File: src/rtl/minmax_tracker_pkg.sv
// Shared types and default widths for the min/max frame tracker.
package minmax_tracker_pkg;

  localparam int unsigned DATAWIDTH_DEF  = 8;
  localparam int unsigned COUNTWIDTH_DEF = 8;

  typedef enum logic [1:0] {
    ST_IDLE = 2'd0,
    ST_RUN  = 2'd1,
    ST_DONE = 2'd2
  } state_t;

endpackage

File: src/rtl/minmax_tracker_comp.sv
// Unsigned magnitude comparator: flags a<b, a>b and a==b.
module COMP #(
  parameter int unsigned DATAWIDTH = 8
) (
  input  logic [DATAWIDTH-1:0] a,
  input  logic [DATAWIDTH-1:0] b,
  output logic                 lt,
  output logic                 gt,
  output logic                 eq
);

  // Pure combinational compare, full width, no sign handling.
  always_comb begin
    lt = (a < b);
    gt = (a > b);
    eq = (a == b);
  end

endmodule

File: src/rtl/minmax_tracker.sv
// Tracks running min/max (and first-occurrence index) over a frame of
// unsigned samples received on a valid/ready stream; pulses done at frame end.
module minmax_tracker
  import minmax_tracker_pkg::*;
#(
  parameter int unsigned DATAWIDTH  = DATAWIDTH_DEF,
  parameter int unsigned COUNTWIDTH = COUNTWIDTH_DEF
) (
  input  logic                  Clk,
  input  logic                  Rst,
  input  logic                  start,
  input  logic [COUNTWIDTH-1:0] frame_len,
  input  logic                  in_valid,
  output logic                  in_ready,
  input  logic [DATAWIDTH-1:0]  in_data,
  output logic [DATAWIDTH-1:0]  min_out,
  output logic [DATAWIDTH-1:0]  max_out,
  output logic [COUNTWIDTH-1:0] min_idx,
  output logic [COUNTWIDTH-1:0] max_idx,
  output logic [COUNTWIDTH-1:0] count,
  output logic                  busy,
  output logic                  done
);

  state_t                  state;
  state_t                  state_next;
  logic [COUNTWIDTH-1:0]   frame_len_reg;
  logic                    start_ok;
  logic                    accept;
  logic                    last_accept;
  logic                    min_lt;
  logic                    max_gt;
  logic                    unused_min_eq;
  logic                    unused_max_eq;

  COMP #(.DATAWIDTH(DATAWIDTH)) u_comp_min (
    .a  (in_data),
    .b  (min_out),
    .lt (min_lt),
    .gt (),
    .eq (unused_min_eq)
  );

  COMP #(.DATAWIDTH(DATAWIDTH)) u_comp_max (
    .a  (in_data),
    .b  (max_out),
    .lt (),
    .gt (max_gt),
    .eq (unused_max_eq)
  );

  // Handshake qualifiers shared by the FSM and the datapath.
  always_comb begin
    start_ok    = (state == ST_IDLE) && start && (frame_len != '0);
    accept      = (state == ST_RUN) && in_valid;
    last_accept = accept && (count == (frame_len_reg - COUNTWIDTH'(1)));
  end

  // State register.
  always_ff @(posedge Clk) begin
    if (Rst) state <= ST_IDLE;
    else     state <= state_next;
  end

  // Next-state logic and state-decoded outputs.
  always_comb begin
    state_next = state;
    in_ready   = 1'b0;
    busy       = 1'b0;
    done       = 1'b0;
    case (state)
      ST_IDLE: begin
        if (start_ok) state_next = ST_RUN;
      end
      ST_RUN: begin
        in_ready = 1'b1;
        busy     = 1'b1;
        if (last_accept) state_next = ST_DONE;
      end
      ST_DONE: begin
        done       = 1'b1;
        state_next = ST_IDLE;
      end
      default: state_next = ST_IDLE;
    endcase
  end

  // Frame length capture, sample counter and result registers.
  always_ff @(posedge Clk) begin
    if (Rst) begin
      frame_len_reg <= '0;
      count         <= '0;
      min_out       <= '0;
      max_out       <= '0;
      min_idx       <= '0;
      max_idx       <= '0;
    end else if (start_ok) begin
      frame_len_reg <= frame_len;
      count         <= '0;
    end else if (accept) begin
      count <= count + COUNTWIDTH'(1);
      // First sample seeds both extremes; the comparators see stale results then.
      if (count == '0) begin
        min_out <= in_data;
        max_out <= in_data;
        min_idx <= '0;
        max_idx <= '0;
      end else begin
        if (min_lt) begin
          min_out <= in_data;
          min_idx <= count;
        end
        if (max_gt) begin
          max_out <= in_data;
          max_idx <= count;
        end
      end
    end
  end

endmodule

File: config.mk
export PLATFORM = sky130hd
export DESIGN_NAME = minmax_tracker
export DESIGN_NICKNAME = d
export VERILOG_FILES = /design/src/rtl/minmax_tracker_pkg.sv /design/src/rtl/minmax_tracker_comp.sv /design/src/rtl/minmax_tracker.sv
export SDC_FILE = /design/constraint.sdc
export NUM_CORES = 1
export LEC_CHECK = 0
export ABC_CLOCK_PERIOD_IN_PS = 2100
export CORE_MARGIN = 4
export CORE_UTILIZATION = 45
export CTS_CLUSTER_SIZE = 28
export DETAILED_ROUTE_END_ITERATION = 8
export PLACE_DENSITY = 0.76
export SLEW_MARGIN = 20
export SYNTH_ARGS = -nofsm -noshare
export SYNTH_HDL_FRONTEND = slang
export SYNTH_SLANG_ARGS = --single-unit
File: constraint.sdc
create_clock -name Clk -period 2.1 [get_ports Clk]
set_clock_uncertainty 0.05 [all_clocks]
set_input_delay 0.315 -clock Clk [delete_from_list [all_inputs] [get_ports Clk]]
set_output_delay 0.315 -clock Clk [all_outputs]
set_load 0.005 [all_outputs]
==> impl.org, run 1 <==
** STA
- Final-layout setup total negative slack :: 0 ps
- Relative slew margins :: 0.579
- Setup violations remaining at the end of the flow were counted as 0.
- The number of max-slew violations in the final report came to 0.
- Subtracting the final worst setup slack from the clock period gives approximately 2100 ps.
- RSZ-0062 raised after global routing :: true
- Transition time at the pin with the least slew margin :: 626 ps
- Final Hold Vio Count :: 0
- Timing-limited maximum frequency :: 0.477 GHz
- Share of the clock period used by the worst path after layout :: 0.998

** Synthesis
- Net count after synthesis :: 361
- For this run, the number of Yosys warnings is 0.
- Area share of the largest cell type after synthesis :: 0.366
- Count of cell types in the netlist :: 43
- Cells after synthesis :: ~320
- By count the netlist is led by 50 x sky130_fd_sc_hd__dfxtp_1, 35 x sky130_fd_sc_hd__nand2_1, 26 x sky130_fd_sc_hd__nor2_1.
- Commonest register cell after synthesis :: sky130_fd_sc_hd__dfxtp_1
- In the post-synthesis netlist, the cell with the most instances is sky130_fd_sc_hd__dfxtp_1.
- After synthesis, the share of flip-flops with an asynchronous set or reset is 0.
- Mean cell area of the mapped netlist :: ~8.5 um2
- Summed over all instances, the cell type with the most area after synthesis is sky130_fd_sc_hd__dfxtp_1.
- Sequential element share of the synthesized area :: 0.366
- Cell types with the largest area share after synthesis :: sky130_fd_sc_hd__dfxtp_1 37%, sky130_fd_sc_hd__ha_1 8.2%, sky130_fd_sc_hd__mux2i_1 8.1%, sky130_fd_sc_hd__nand2_1 4.8%, sky130_fd_sc_hd__o211ai_1 4.1%
- Yosys mapped a number of flops with a built-in enable equal to 0.
- Post-synthesis register bit count :: 50
- The synthesized netlist occupies a cell area of around 2700 um2.

** GRT
- Initial antenna violation count :: 0
- First-pass GRT wire length :: between 10 and 15 mm
- Total gr overflow :: 0
- GRT Overall Usage :: 0.209
- The via count of the first global-routing pass is 2660.
- Entering global routing, the biggest net connects 29 pins.

** CTS
- Clk Tree Root Cell :: sky130_fd_sc_hd__clkbuf_8
- The H-tree generated during clock tree synthesis spans 2 levels.
- Hold buffer count at CTS :: 0
- Worst-skew pair later-pin latency :: between 300 and 400 ps
- CTS tree :: yes
- Maximum count of clock buffers along a single path :: 2
- Total clock buffers created by CTS :: 5
- Sinks on the clock net :: 50
- Clock-pin slew was measured on the worst setup and hold paths at 90 ps.

** Power and ir drop
- Dividing total power by cell area gives a power density of 742 nW/um2.
- Of the total power, the share spent switching nets is 0.321.
- Internal power contribution :: about 2.0 mW
- Register share of total power :: 0.380
- Comb power frac :: 0.378
- Worst vdd ir :: 428 uV
- For this design the total switching power over the nets is slightly above 0.9 mW.
- Summed over all cells, the static leakage comes to 1.46 nW.
- Clock share of power :: 0.242

** Place
- Summing all placed instances gives a cell area of 3630 um2.
- Hpwl dp :: around 5.7 mm
- Count of buffers inserted at the top-level ports :: 62
- Global placer's final weighted congestion :: about 0.81
- Counting tap cells, the placed design contains a total of roughly 480 instances.

** Finish
- Relative area change from synthesis to final layout :: 43.0%
- Summing all non-filler instances in the final layout gives an area of around 3900 um2.
- In the final layout, the share of cells above drive strength 1 is 0.182.
- Post-Layout Cell Count :: 493
- Count of nets after finishing :: 456
- Final cell utilization of the core :: 0.660
- Antenna diodes :: 0

** Routing
- Number of detailed-routing iterations run before antenna repair :: 4
- Total number of vias :: between 2000 and 3000
- For this block, the routed nets add up to 7.85 mm of wire.
- Detail-routed net length per standard cell :: between 15 and 20 um
- Drt initial violations :: 142
- After detailed routing, the number of remaining DRC violations is 0.
- After detailed routing, the number of vias per cell comes to roughly 5.4.
- Antenna viol nets, final :: 0

** Worst setup path
- STA classifies the critical path endpoint as a flip-flop.
- The critical path is of the flip-flop to flip-flop type.
- Of all nets on the critical path, the largest fanout is 5.
- STA puts the critical path data arrival time at 2280 ps.
- At the worst endpoint, the required time is 2280 ps.
- Startpoint type of the worst setup path :: flip-flop

** Die
- Num rows :: 28
- Count of pins on the block boundary :: 63
- Measured along the x axis, the die boundary spans around 86 um.
- Initial core utilization :: 0.461
- The die covers roughly 7400 um2.
- Measured along the y axis, the die boundary spans between 80 and 90 um.
- The core region is a little under 6000 um2.

** Min path
- Hold/Removal Path Class :: input port to flip-flop

** Flow run
- The tool flagged a number of max-cap violations equal to 0.

** Run status
- The flow ran to the end, and the final reports show no timing, DRC or antenna violations.
==> worst paths after layout <==
path / start / end / slack [ps] / cells after the start
worst max-delay path: count[1] / max_out[1] / 4 / 8
worst min-delay path: in_data[7] / min_out[7] / 380 / 3
worst max register to register: count[1] / max_out[1] / 4 / 8
worst min register to register: max_idx[4] / max_idx[4] / 410 / 2
==> stage by stage <==
stage	worst slack [ps]	hold WS, ps	power (mW)
after floorplan	-80.2	401	1.71
after global placement	-320	393	2.05
after detailed placement	-358	403	2.08
after CTS	-45.9	398	2.85
after global routing	-95.9	396	3.03
final	3.57	377	2.90
==> cells by family after synthesis <==
| kind of cell | Yosys count | share of synthesized area |
|---|---|---|
| flip-flops | 50 | 0.366 |
| multiplexers | 22 | 0.0806 |
| AND/OR/NAND/NOR | 111 | 0.198 |
| adder cells (fa/ha/maj) | 18 | 0.0825 |
| buffers and inverters | 46 | 0.0751 |
| XOR/XNOR | 16 | 0.0513 |
| AO/OA/AOI/OAI | 60 | 0.146 |
==> power groups by stage <==
stage                     combinational, mW  clock [mW]  sequential, mW
after global placement                0.938           0            1.11
after global routing                   1.19       0.734            1.11
after detailed placement              0.964           0            1.12
after floorplan                       0.594           0            1.11
after CTS                              1.04       0.713            1.10
final                                  1.09       0.702            1.10
==> worst max-delay path: stages, from the launching register on <==
cell and delay [ps]:
sky130_fd_sc_hd__dfxtp_2 330, sky130_fd_sc_hd__inv_2 70, sky130_fd_sc_hd__ha_4 120, sky130_fd_sc_hd__or4b_4 470
sky130_fd_sc_hd__nor4_4 200, sky130_fd_sc_hd__buf_4 200, sky130_fd_sc_hd__o41a_1 220, sky130_fd_sc_hd__buf_4 190
sky130_fd_sc_hd__mux2i_1 180
==> cells in the final DEF (no fill, tap or decap), types with 3 or more instances in the layout <==
| cell type | instances |
|---|---|
| sky130_fd_sc_hd__a211oi_1 | 3 |
| sky130_fd_sc_hd__a21oi_1 | 21 |
| sky130_fd_sc_hd__buf_4 | 40 |
| sky130_fd_sc_hd__buf_6 | 7 |
| sky130_fd_sc_hd__clkbuf_8 | 6 |
| sky130_fd_sc_hd__clkdlybuf4s50_1 | 55 |
| sky130_fd_sc_hd__dfxtp_1 | 45 |
| sky130_fd_sc_hd__dfxtp_2 | 5 |
| sky130_fd_sc_hd__dlygate4sd2_1 | 6 |
| sky130_fd_sc_hd__ha_1 | 16 |
| sky130_fd_sc_hd__inv_1 | 22 |
| sky130_fd_sc_hd__mux2i_1 | 22 |
| sky130_fd_sc_hd__nand2_1 | 34 |
| sky130_fd_sc_hd__nand2b_1 | 3 |
| sky130_fd_sc_hd__nand3_1 | 19 |
| sky130_fd_sc_hd__nand4_1 | 8 |
| sky130_fd_sc_hd__nor2_1 | 26 |
| sky130_fd_sc_hd__nor2b_1 | 3 |
| sky130_fd_sc_hd__nor3_1 | 4 |
| sky130_fd_sc_hd__nor4_1 | 3 |
| sky130_fd_sc_hd__o211ai_1 | 15 |
| sky130_fd_sc_hd__o21ai_0 | 4 |
| sky130_fd_sc_hd__xnor2_1 | 10 |
| sky130_fd_sc_hd__xor2_1 | 6 |
==> layer usage <==
layer / vias to the layer above / wire, um / GRT usage
li1: 1318 / - / -
met5: - / 0 / 0
met2: 71 / 3950 / 0.378
met1: 1278 / 3470 / 0.254
met4: 0 / 82 / 0.0576
met3: 9 / 350 / 0.0346
==> layout make-up <==
type	instances	area [um2]
Clock buffer	6	82.6
Timing Repair Buffer	110	1000
Multi-Input combinational cell	227	1600
Inverter	24	90.1
Fill cell	474	2010
Sequential cell	50	1010
Clock inverter	1	30.0
Tap cell	75	93.8
==> timing repair <==
action / in CTS / in global routing
hold endpoints to repair: 0 / 0
pin swaps: 2 / 8
buffers inserted: 4 / 2
endpoints found under the setup margin: 24 / 34
resized for setup: 16 / 19
gates cloned: 2 / 1
(Power assumes the default switching activity.)
==> run 2: changes to the inputs <==
--- a/config.mk
+++ b/config.mk
@@ -6,6 +6,7 @@
 export NUM_CORES = 1
 export LEC_CHECK = 0
 export ABC_CLOCK_PERIOD_IN_PS = 2100
+export CORE_ASPECT_RATIO = 1.1
 export CORE_MARGIN = 4
 export CORE_UTILIZATION = 45
 export CTS_CLUSTER_SIZE = 28
==> run 2 against run 1 <==
The run now ends with setup timing left; critical path depth did not move; hold slack improved by 28 ps; utilization fell by 0.44 points; sequential share of layout area rose by 0.46 points; global-route usage rose by 0.11 points; combinational power fell by 5%; routed wire length fell by 5.6%; largest power group unchanged; highest routed layer unchanged.
==> impl.org, run 2 (same netlist as run 1, synthesis figures left out) <==
** STA
- Timing-limited maximum frequency :: 0.474 GHz (-0.68%)
- The slew at the pin with the worst max-slew slack was 491 ps (-135 ps).
- Share of the clock period used by the worst path after layout :: 1.01 (+0.00685)
- The number of max-slew violations in the final report was 0 (unchanged).
- Shortest period the worst path allows :: 2110 ps (+14.4 ps)
- The post-route worst setup slack was -10.8 ps (-14.4 ps).
- Relative slew margins :: 0.670 (+0.0910)
- Final Hold Vio Count :: 0 (unchanged)
- Setup repair after global routing could not meet its margin everywhere.
- The final number of setup-violating endpoints is 2 (+2).

** Finish
- Final cell utilization of the core :: 0.655 (-0.00438)
- Area of the multi-input gates :: 1570 um2 (-1.9%)
- Relative area change from synthesis to final layout :: 40.2%
- Commonest cells after routing, fill and taps aside :: 59 x sky130_fd_sc_hd__clkdlybuf4s50_1, 47 x sky130_fd_sc_hd__dfxtp_1, 38 x sky130_fd_sc_hd__buf_4
- The antenna diode count is 0 (unchanged).
- Final instance area :: 3830 um2 (-2.0%)
- The share of layout cells above drive strength 1 was 0.157 (-0.0244).
- Count of nets after finishing :: 450 (-1.3%)
- Storage element area :: 1000 um2 (-0.25%)
- The library cell used most frequently in the layout, excluding fill and tap cells, is sky130_fd_sc_hd__clkdlybuf4s50_1.
- FILL cells :: 486 (+2.5%)

** CTS
- The count of buffers added by post-CTS timing repair for setup is 0 (-4).
- The number of H-tree levels is 2 (unchanged).
- Worst-skew pair later-pin latency :: 310 ps (about the same)
- Hold buffer count at CTS :: 0 (unchanged)
- CTS clk-pin slew, worst paths :: 90 ps (about the same)
- TritonCTS built the clock tree.
- Sinks on the clock net :: 50 (unchanged)
- The root buffer cell chosen for the clock tree is sky130_fd_sc_hd__clkbuf_8.
- Maximum count of clock buffers along a single path :: 2 (unchanged)
- Total clock buffers created by CTS :: 5 (unchanged)

** Run status
- Outcome :: finished, violations left
- Failing checks :: setup timing

** Place
- The post-placement cell area was 3660 um2 (+0.83%).
- Hpwl dp :: 5.59 mm (-1.8%)
- The total of buffers placed on input and output ports was 62 (unchanged).
- Global placer's final weighted congestion :: 0.821 (+1.4%)

** Die
- Count of pins on the block boundary :: 63 (unchanged)
- The vertical extent of the die was 89.7 um (+4.4%).
- The die width was 82.3 um (-4.2%).
- The initial cell density of the core is 0.468 (+0.00622).
- The placeable core area was 5840 um2 (-1.3%).
- The placement row count is 29 (+3.6%).
- The die area is 7380 um2 (about the same).

** GRT
- The global-route wire length before repair is 12.3 mm (-0.11%).
- The all-layer global routing usage is 0.210 (+0.00108).
- Initial antenna violation count :: 0 (unchanged)
- The via count of the first global-routing pass is 2661 (+0.038%).
- Maximum number of pins on one net before global-route repair :: 29 (unchanged)
- Total gr overflow :: 0 (unchanged)

** Routing
- Detail-routed net length per standard cell :: 15.1 um (-5.0%)
- The number of nets with antenna violations after routing was 0 (unchanged).
- The final wirelength was 7.42 mm (-5.6%).
- Via density :: 5.37 (-1.1%)
- Number of remaining DRC errors :: 0 (unchanged)
- The DRC marker count from the first detailed-route iteration came to 210 (+48%).
- Total number of vias :: 2630 (-1.7%)
- The number of optimization iterations in the first detailed-route pass is 4 (unchanged).

** Flow run
- Number of max-cap violations :: 0 (unchanged)

** Worst setup path
- The worst setup path is launched from a flip-flop.
- Arrival time worst endpoint :: 2300 ps (+20 ps)
- Critical Path RT :: 2290 ps (about the same)
- Setup CP Type :: flip-flop to flip-flop
- The worst setup path is captured at a flip-flop.
- Crit-path max FO :: 5 (unchanged)
- Master of the slowest instance on the critical path :: sky130_fd_sc_hd__or4b_4
- Number of buffers and inverters on the critical path :: 2 (-1)
- The kind of cell with the highest combined delay along the critical path is simple AND/OR/NAND/NOR gates.
- Critical-path cell list :: inv_2, ha_4, or4b_4, nor4_4, o21a_1, o41a_1, buf_4, mux2i_1
- CP max stage delay :: 470 ps (about the same)

** Power and ir drop
- The total power divided by cell area was 737 nW/um2 (-0.67%).
- Post-layout power :: 2.82 mW (-2.6%)
- The maximum resistive drop on vdd is 432 uV (+0.86%).
- Static leakage :: 1.42 nW (-3.0%)

** Min path
- The path class of the tightest hold or removal check is input port to flip-flop.
## run 2: cell types whose count changed in the layout (fill, tap and decap cells not counted), sizes merged
cell	before	now
clkinv	0	2
dlygate4sd2	6	3
dlymetal6s2s	1	0
buf	48	42
clkbuf	6	5
clkdlybuf4s50	55	59
## run 2: path summary, 6_finish.rpt
kind	start	end	slack, ps	cells past startpoint
worst max-delay path	count[0]	max_out[2]	-10	8
worst min-delay path	in_data[1]	max_out[1]	400	3
worst min register to register	max_idx[3]	max_idx[3]	410	2
worst max register to register	count[0]	max_out[2]	-10	8
## run 2: report_power, final
part	leakage, nW	internal (mW)	switching (mW)
sequential	0.407	1.03	0.0697
clock	0.0579	0.351	0.328
combinational	0.954	0.533	0.512
total	1.42	1.91	0.910
## run 2: what timing repair did
item                                    in CTS  in global routing
gates resized for setup                     12                  6
endpoints found under the hold margin        0                  0
cloned                                       1                  0
pin swaps                                    1                  1
endpoints found under the setup margin      24                 34
## run 2: area by class of cell
cell class | instances | share of cell area
Timing Repair Buffer | 104 | 0.250
Clock buffer | 5 | 0.0180
Multi-Input combinational cell | 227 | 0.411
Tap cell | 77 | 0.0252
Clock inverter | 3 | 0.0105
Sequential cell | 50 | 0.262
Inverter | 24 | 0.0235
## run 2: tightest hold or removal path, stage by stage
cell and delay, ps:
sky130_fd_sc_hd__dlygate4sd2_1 280, sky130_fd_sc_hd__nand2_1 70, sky130_fd_sc_hd__mux2i_1 50
## run 2: layer usage
metal | global-route usage | wire length [um] | share of wire | vias to the layer above
li1 | - | - | - | 1302
met3 | 0.0430 | 409 | 0.055 | 16
met5 | 0 | 0 | 0 | -
met2 | 0.349 | 3710 | 0.50 | 87
met4 | 0.0679 | 163 | 0.022 | 0
met1 | 0.266 | 3140 | 0.42 | 1225
## run 2: stage by stage
stage | setup TNS, ps | std cells | hold slack (ps) | setup WS (ps)
after floorplan | -802 | 323 | 401 | -80.2
after global placement | -8820 | 481 | 395 | -313
after detailed placement | -10290 | 481 | 404 | -359
after CTS | -91.5 | 490 | 399 | -27.5
after global routing | -2810 | 490 | 412 | -145
final | -12.7 | 490 | 404 | -10.8
